`config.mk`:
```
export PLATFORM = sky130hd
export DESIGN_NAME = tranif1_switch
export DESIGN_NICKNAME = d
export VERILOG_FILES = /design/src/rtl/tranif1_switch.sv
export SDC_FILE = /design/constraint.sdc
export NUM_CORES = 1
export LEC_CHECK = 0
export CAP_MARGIN = 15
export CORE_AREA = 2 2 39 41
export CTS_BUF_LIST = sky130_fd_sc_hd__clkbuf_8
export CTS_CLUSTER_DIAMETER = 100
export DETAILED_ROUTE_END_ITERATION = 8
export DIE_AREA = 0 0 41 43
export GPL_TIMING_DRIVEN = 0
export MAX_ROUTING_LAYER = met4
export PLACE_DENSITY_LB_ADDON = 0.25
export SETUP_SLACK_MARGIN = 0.05
export SYNTH_ARGS = -nofsm -noshare
export SYNTH_HDL_FRONTEND = slang
export SYNTH_SLANG_ARGS = --single-unit
```
`constraint.sdc`:
```
create_clock -name clk -period 1.8 [get_ports clk]
set_input_delay 0.54 -clock clk [delete_from_list [all_inputs] [get_ports clk]]
set_output_delay 0.54 -clock clk [all_outputs]
set_load 0.02 [all_outputs]
```
`src/rtl/tranif1_switch.sv`:
```
// Control-gated bidirectional pass switch built from split in/out/oe nets.
// Each bit is an independent lane; the lanes share only control and direction.

module tranif1_switch_lane (
  input  logic clk,
  input  logic rst,
  input  logic control_i,
  input  logic dir_i,
  input  logic left_i,
  input  logic right_i,
  output logic left_o,
  output logic right_o
);
  logic hold_l_q, hold_l_d;
  logic hold_r_q, hold_r_d;
  logic src;

  // Both keepers follow the driven net, so either side can become the
  // destination after a direction flip and still present the last passed value.
  always_comb begin
    hold_l_d = hold_l_q;
    hold_r_d = hold_r_q;
    src      = dir_i ? right_i : left_i;
    if (control_i) begin
      hold_l_d = src;
      hold_r_d = src;
    end
  end

  always_ff @(posedge clk) begin
    if (rst) begin
      hold_l_q <= 1'b0;
      hold_r_q <= 1'b0;
    end else begin
      hold_l_q <= hold_l_d;
      hold_r_q <= hold_r_d;
    end
  end

  assign left_o  = (dir_i  && control_i) ? right_i : hold_l_q;
  assign right_o = (!dir_i && control_i) ? left_i  : hold_r_q;
endmodule

module tranif1_switch #(
  parameter int WIDTH = 1
) (
  input  logic             clk,
  input  logic             rst,
  input  logic             control,
  input  logic             dir,
  input  logic [WIDTH-1:0] left_i,
  output logic [WIDTH-1:0] left_o,
  output logic             left_oe,
  input  logic [WIDTH-1:0] right_i,
  output logic [WIDTH-1:0] right_o,
  output logic             right_oe
);
  assign right_oe = ~dir;
  assign left_oe  = dir;

  for (genvar g = 0; g < WIDTH; g++) begin : g_lane
    tranif1_switch_lane u_lane (
      .clk       (clk),
      .rst       (rst),
      .control_i (control),
      .dir_i     (dir),
      .left_i    (left_i[g]),
      .right_i   (right_i[g]),
      .left_o    (left_o[g]),
      .right_o   (right_o[g])
    );
  end
endmodule

```
# Word level (Yosys, flattened, before mapping)
# Cells that the tools add are included.
# totals
reg_bits	1
in_bits	6
output_inout_bits	4
elab_cells	8
# classes
mux	3
bitwise	1
reduce_logical	3
# ops
operator	count
$mux W1	3
$logic_and A1 B1 Y1	2
$logic_not A1 Y1	1
$not A1 Y1	1

# Depth between registers and ports, before layout
# logic_depth
word_depth	3
ltp_mapped	2
depth_no_buf	2

# Modules after synthesis
# A second synthesis with hierarchy kept.
# hier_totals
cells_unflattened	10
hier_area_um2	85.1
# modules_own_cells
module	instances	cells_each	area_each_um2	seq_area_each_um2
tranif1_switch_lane	1	8	73.8	20.0
tranif1_switch	1	2	11.3	0.0

# Least setup slack after synthesis
# OpenSTA, ideal clock, no wires.
# synth_timing
path_kind	input -> output
startpoint	input control
endpoint	output right_o
arrival_time_ns	1.070
t_required_ns	1.260
path_slack_ns	0.190
cell_stages	2
path_buffers	0
path_cell_list	nor2b_1 mux2_1
# synth_between
elab_chain_len	2
# synth_lines
element	line_no	text
start: declaration	49	input logic control,
$logic_and A1 B1 Y1	41	assign right_o = (!dir_i && control_i) ? left_i : hold_r_q;
$mux W1	41	
end: declaration	55	output logic [WIDTH-1:0] right_o,
# No other way between the ends.

# Final worst setup path
# layout_timing
startpoint	input dir
endpoint	output right_o
# layout_between
elab_chain_len	3
# layout_lines
element	line_no	text
start: declaration	50	input logic dir,
$logic_not A1 Y1	41	
$logic_and A1 B1 Y1	41	
$mux W1	41	
# No other way between the ends.

==> insert_results.sql <==
INSERT INTO impl_metrics (metric_group, metric, value, unit) VALUES
('logic_synthesis', 'synthesis.instances', '10', ''),
('routing', 'detailedRoute.firstPassIterationCount', '4', ''),
('cells_and_area', 'layout.cells.most_common', 'dlygate4sd2_1', ''),
('sta', 'setup_repair_after_global_routing_missed_its_margin', 'no', ''),
('routing', 'avg_vias_per_cell', '3.03', ''),
('routing', 'num_vias', '106', ''),
('sta', 'drv_slew', '0', ''),
('logic_synthesis', 'synth-warning-count', '0', ''),
('placement', 'detailed_place.area', '200', 'um^2'),
('global_routing', 'globalRoute.busiestLayer', 'met1', ''),
('global_routing', 'grt_antenna_before_repair', '0', ''),
('routing', 'finalWirelength', '217', 'um'),
('sta', 'layout_worst_path_cycle_share', '96.1', '%'),
('logic_synthesis', 'yosys_register_bits', '1', ''),
('worst_setup_path', 'critPathMostFrequentCell', 'buf_6', ''),
('global_routing', 'first_global_vias', '92', ''),
('worst_hold_path', 'hold_removal_path_class', 'reg -> reg', ''),
('routing', 'post_drt_wl_per_cell', '6.20', 'um'),
('clock_network', 'clkSlewWorstSetupHoldPaths', '0', 'ps'),
('global_routing', 'global_route_wire_length_before_repair', '331', 'um'),
('cells_and_area', 'layout-drive-gt1-share', '47.4', '%'),
('sta', 'hold_violations', '0', ''),
('logic_synthesis', 'seq_area_frac_synth', '22.2', '%'),
('cells_and_area', 'synthToLayoutAreaGrowth', '143', '%'),
('worst_setup_path', 'critical_path.top_delay_family', 'multiplexers', ''),
('power', 'power.static_leakage', '0.105', 'nW'),
('floorplanning', 'std_cell_rows', '14', ''),
('logic_synthesis', 'post_synth_num_cell_types', '10', ''),
('job', 'timing.max_cap.violations', '0', ''),
('cells_and_area', 'layout.cell_area.non_filler', '219', 'um^2'),
('global_routing', 'grtUsageMet2', '4.06', '%'),
('power', 'power_per_standard_cell_area', '355', 'nW/um^2'),
('cells_and_area', 'final_net_count', '27', ''),
('power', 'worst_ir_drop_vdd', '173', 'uV'),
('global_routing', 'grt_usage', '2.67', '%'),
('placement', 'numPortBuffers', '9', ''),
('global_routing', 'largest_net_degree_at_the_start_of_global_routing', '6', ''),
('routing', 'first_iter_violations', '2', ''),
('worst_setup_path', 'setup.worst_path.end_class', 'primary output', ''),
('floorplanning', 'chipHeight', '43', 'um'),
('global_routing', 'met1_usage', '4.14', '%'),
('worst_setup_path', 'critPathArrivalTime', '1190', 'ps'),
('sta', 'transition_time_at_the_pin_with_the_least_slew_margin', '169', 'ps'),
('sta', 'slew_headroom', '88.4', '%'),
('sta', 'setup_viol', '0', ''),
('floorplanning', 'placeableCoreArea', '1380', 'um^2'),
('cells_and_area', 'num_antenna_cells', '0', ''),
('worst_setup_path', 'startpoint_type', 'input pin', ''),
('sta', 'fmax', '578', 'MHz'),
('worst_setup_path', 'setup.worst_path.class', 'in -> out', ''),
('worst_setup_path', 'worstPathRequired', '1260', 'ps'),
('cells_and_area', 'largest_register_ff_count', '1', ''),
('global_routing', 'grt.met3_usage', '0', '%'),
('worst_setup_path', 'cp.buffers_inverters', '2', ''),
('cells_and_area', 'reg.largest.list', 'g_lane.u_lane.hold_r_q (1)', ''),
('floorplanning', 'die_x', '41', 'um'),
('cells_and_area', 'layout.cells.non_filler', '35', ''),
('sta', 'final_period_minus_worst_setup_slack', '1730', 'ps'),
('logic_synthesis', 'postSynthAreaPerCell', '9.01', 'um^2'),
('cells_and_area', 'largest_register', 'g_lane.u_lane.hold_r_q', ''),
('worst_setup_path', 'critical_path_slowest_stage_cell', 'mux2_4', ''),
('placement', 'routabilityCongestion', '0.572', ''),
('run_status', 'run_status', 'completed', ''),
('routing', 'final_antenna_net_count', '0', ''),
('floorplanning', 'die_area', '1760', 'um^2'),
('placement', 'placed_cells', '35', ''),
('worst_setup_path', 'path_max_fanout', '5', ''),
('floorplanning', 'initial_core_util', '6.51', '%'),
('global_routing', 'aggregate_global_routing_overflow', '0', ''),
('cells_and_area', 'layout_common_cells', 'dlygate4sd2_1, buf_6, mux2_4', ''),
('logic_synthesis', 'combined_area_of_all_synthesized_cells', '90.1', 'um^2'),
('routing', 'route.detailed.drc', '0', ''),
('logic_synthesis', 'synth_nets', '16', ''),
('power', 'design_power_total', '77.8', 'uW'),
('sta', 'skew', '0', 'ps'),
('worst_setup_path', 'critical_path.cell_chain', 'buf_6, nor2b_4, mux2_4, buf_6', ''),
('floorplanning', 'floorplan.io_pins', '10', ''),
('clock_network', 'clk-insertion-delay-late', '0', 'ps'),
('placement', 'detailed_placement_hpwl', '186', 'um'),
('worst_setup_path', 'max_stage_delay', '300', 'ps');
[cell usage after synthesis]
cell type  instances  share of area (%)
dfxtp_1            1                 22
mux2_2             1                 12
nor2_1             1                4.2
mux2_1             1                 12
nor2b_1            1                6.9
mux2i_1            1                 11
a211oi_2           1                 14
nand2_1            1                4.2
inv_1              1                4.2
buf_4              1                8.3
[what timing repair did]
| item | 4_1_cts | 5_1_grt |
|---|---|---|
| buffers inserted | 0 | 0 |
| resized for setup | 32 | 1 |
| hold buffers | 0 | 0 |
| endpoints found under the setup margin | 4 | 1 |
| endpoints found under the hold margin | 0 | 0 |
[where the power goes]
part	internal (mW)	total, mW	leakage, nW	switching [mW]
combinational	0.0312	0.0524	0.0966	0.0212
sequential	0.0243	0.0254	0.00832	0.00112
clock	0	0	0	0
[cell families (layout without fill, tap and decap cells)]
| family | Yosys count | in the layout | synth area share [%] |
|---|---|---|---|
| and+or+nand+nor | 3 | 3 | 15.3 |
| muxes | 3 | 3 | 36.1 |
| buffers and inverters | 2 | 11 | 12.5 |
| DFF | 1 | 1 | 22.2 |
| AOI/OAI and AO/OA | 1 | 1 | 13.9 |
[final cells by class]
class / count / area [um^2]
Inverter: 1 / 3.75
Tap cell: 16 / 20.0
Multi-Input combinational cell: 7 / 73.8
Fill cell: 146 / 1160
Timing Repair Buffer: 9 / 93.8
Buffer: 1 / 7.51
Sequential cell: 1 / 20.0
[worst paths after layout]
path                                           startpoint                         to  slack [ps]  cells after the start
worst max-delay path                                  dir                    right_o          70                      4
worst min-delay path            g_lane[0].u_lane.hold_r_q  g_lane[0].u_lane.hold_r_q         530                      2
worst max register to register  g_lane[0].u_lane.hold_r_q  g_lane[0].u_lane.hold_r_q        1160                      2
worst min register to register  g_lane[0].u_lane.hold_r_q  g_lane[0].u_lane.hold_r_q         530                      2
[layer usage]
layer | up-vias | part of all wire, %
li1 | 52 | -
met1 | 44 | 49
met2 | 10 | 32
met3 | 0 | 19
met4 | 0 | 0
met5 | - | 0
[tightest hold or removal path: stages (launching register included)]
cell      delay, ps
dfxtp_1         300
nor2_1          120
a211oi_2         50
[through the flow]
stage	TNS, ps	util [%]	hold slack, ps	worst slack, ps
after global routing	0	15.8	552	53.6
final	0	15.8	530	70.6
after floorplan	0	-	504	190
after CTS	0	15.6	539	64.1
after global placement	-2620	14.5	528	-855
after detailed placement	-2640	14.5	532	-857
Power figures use the tool's default switching activity.
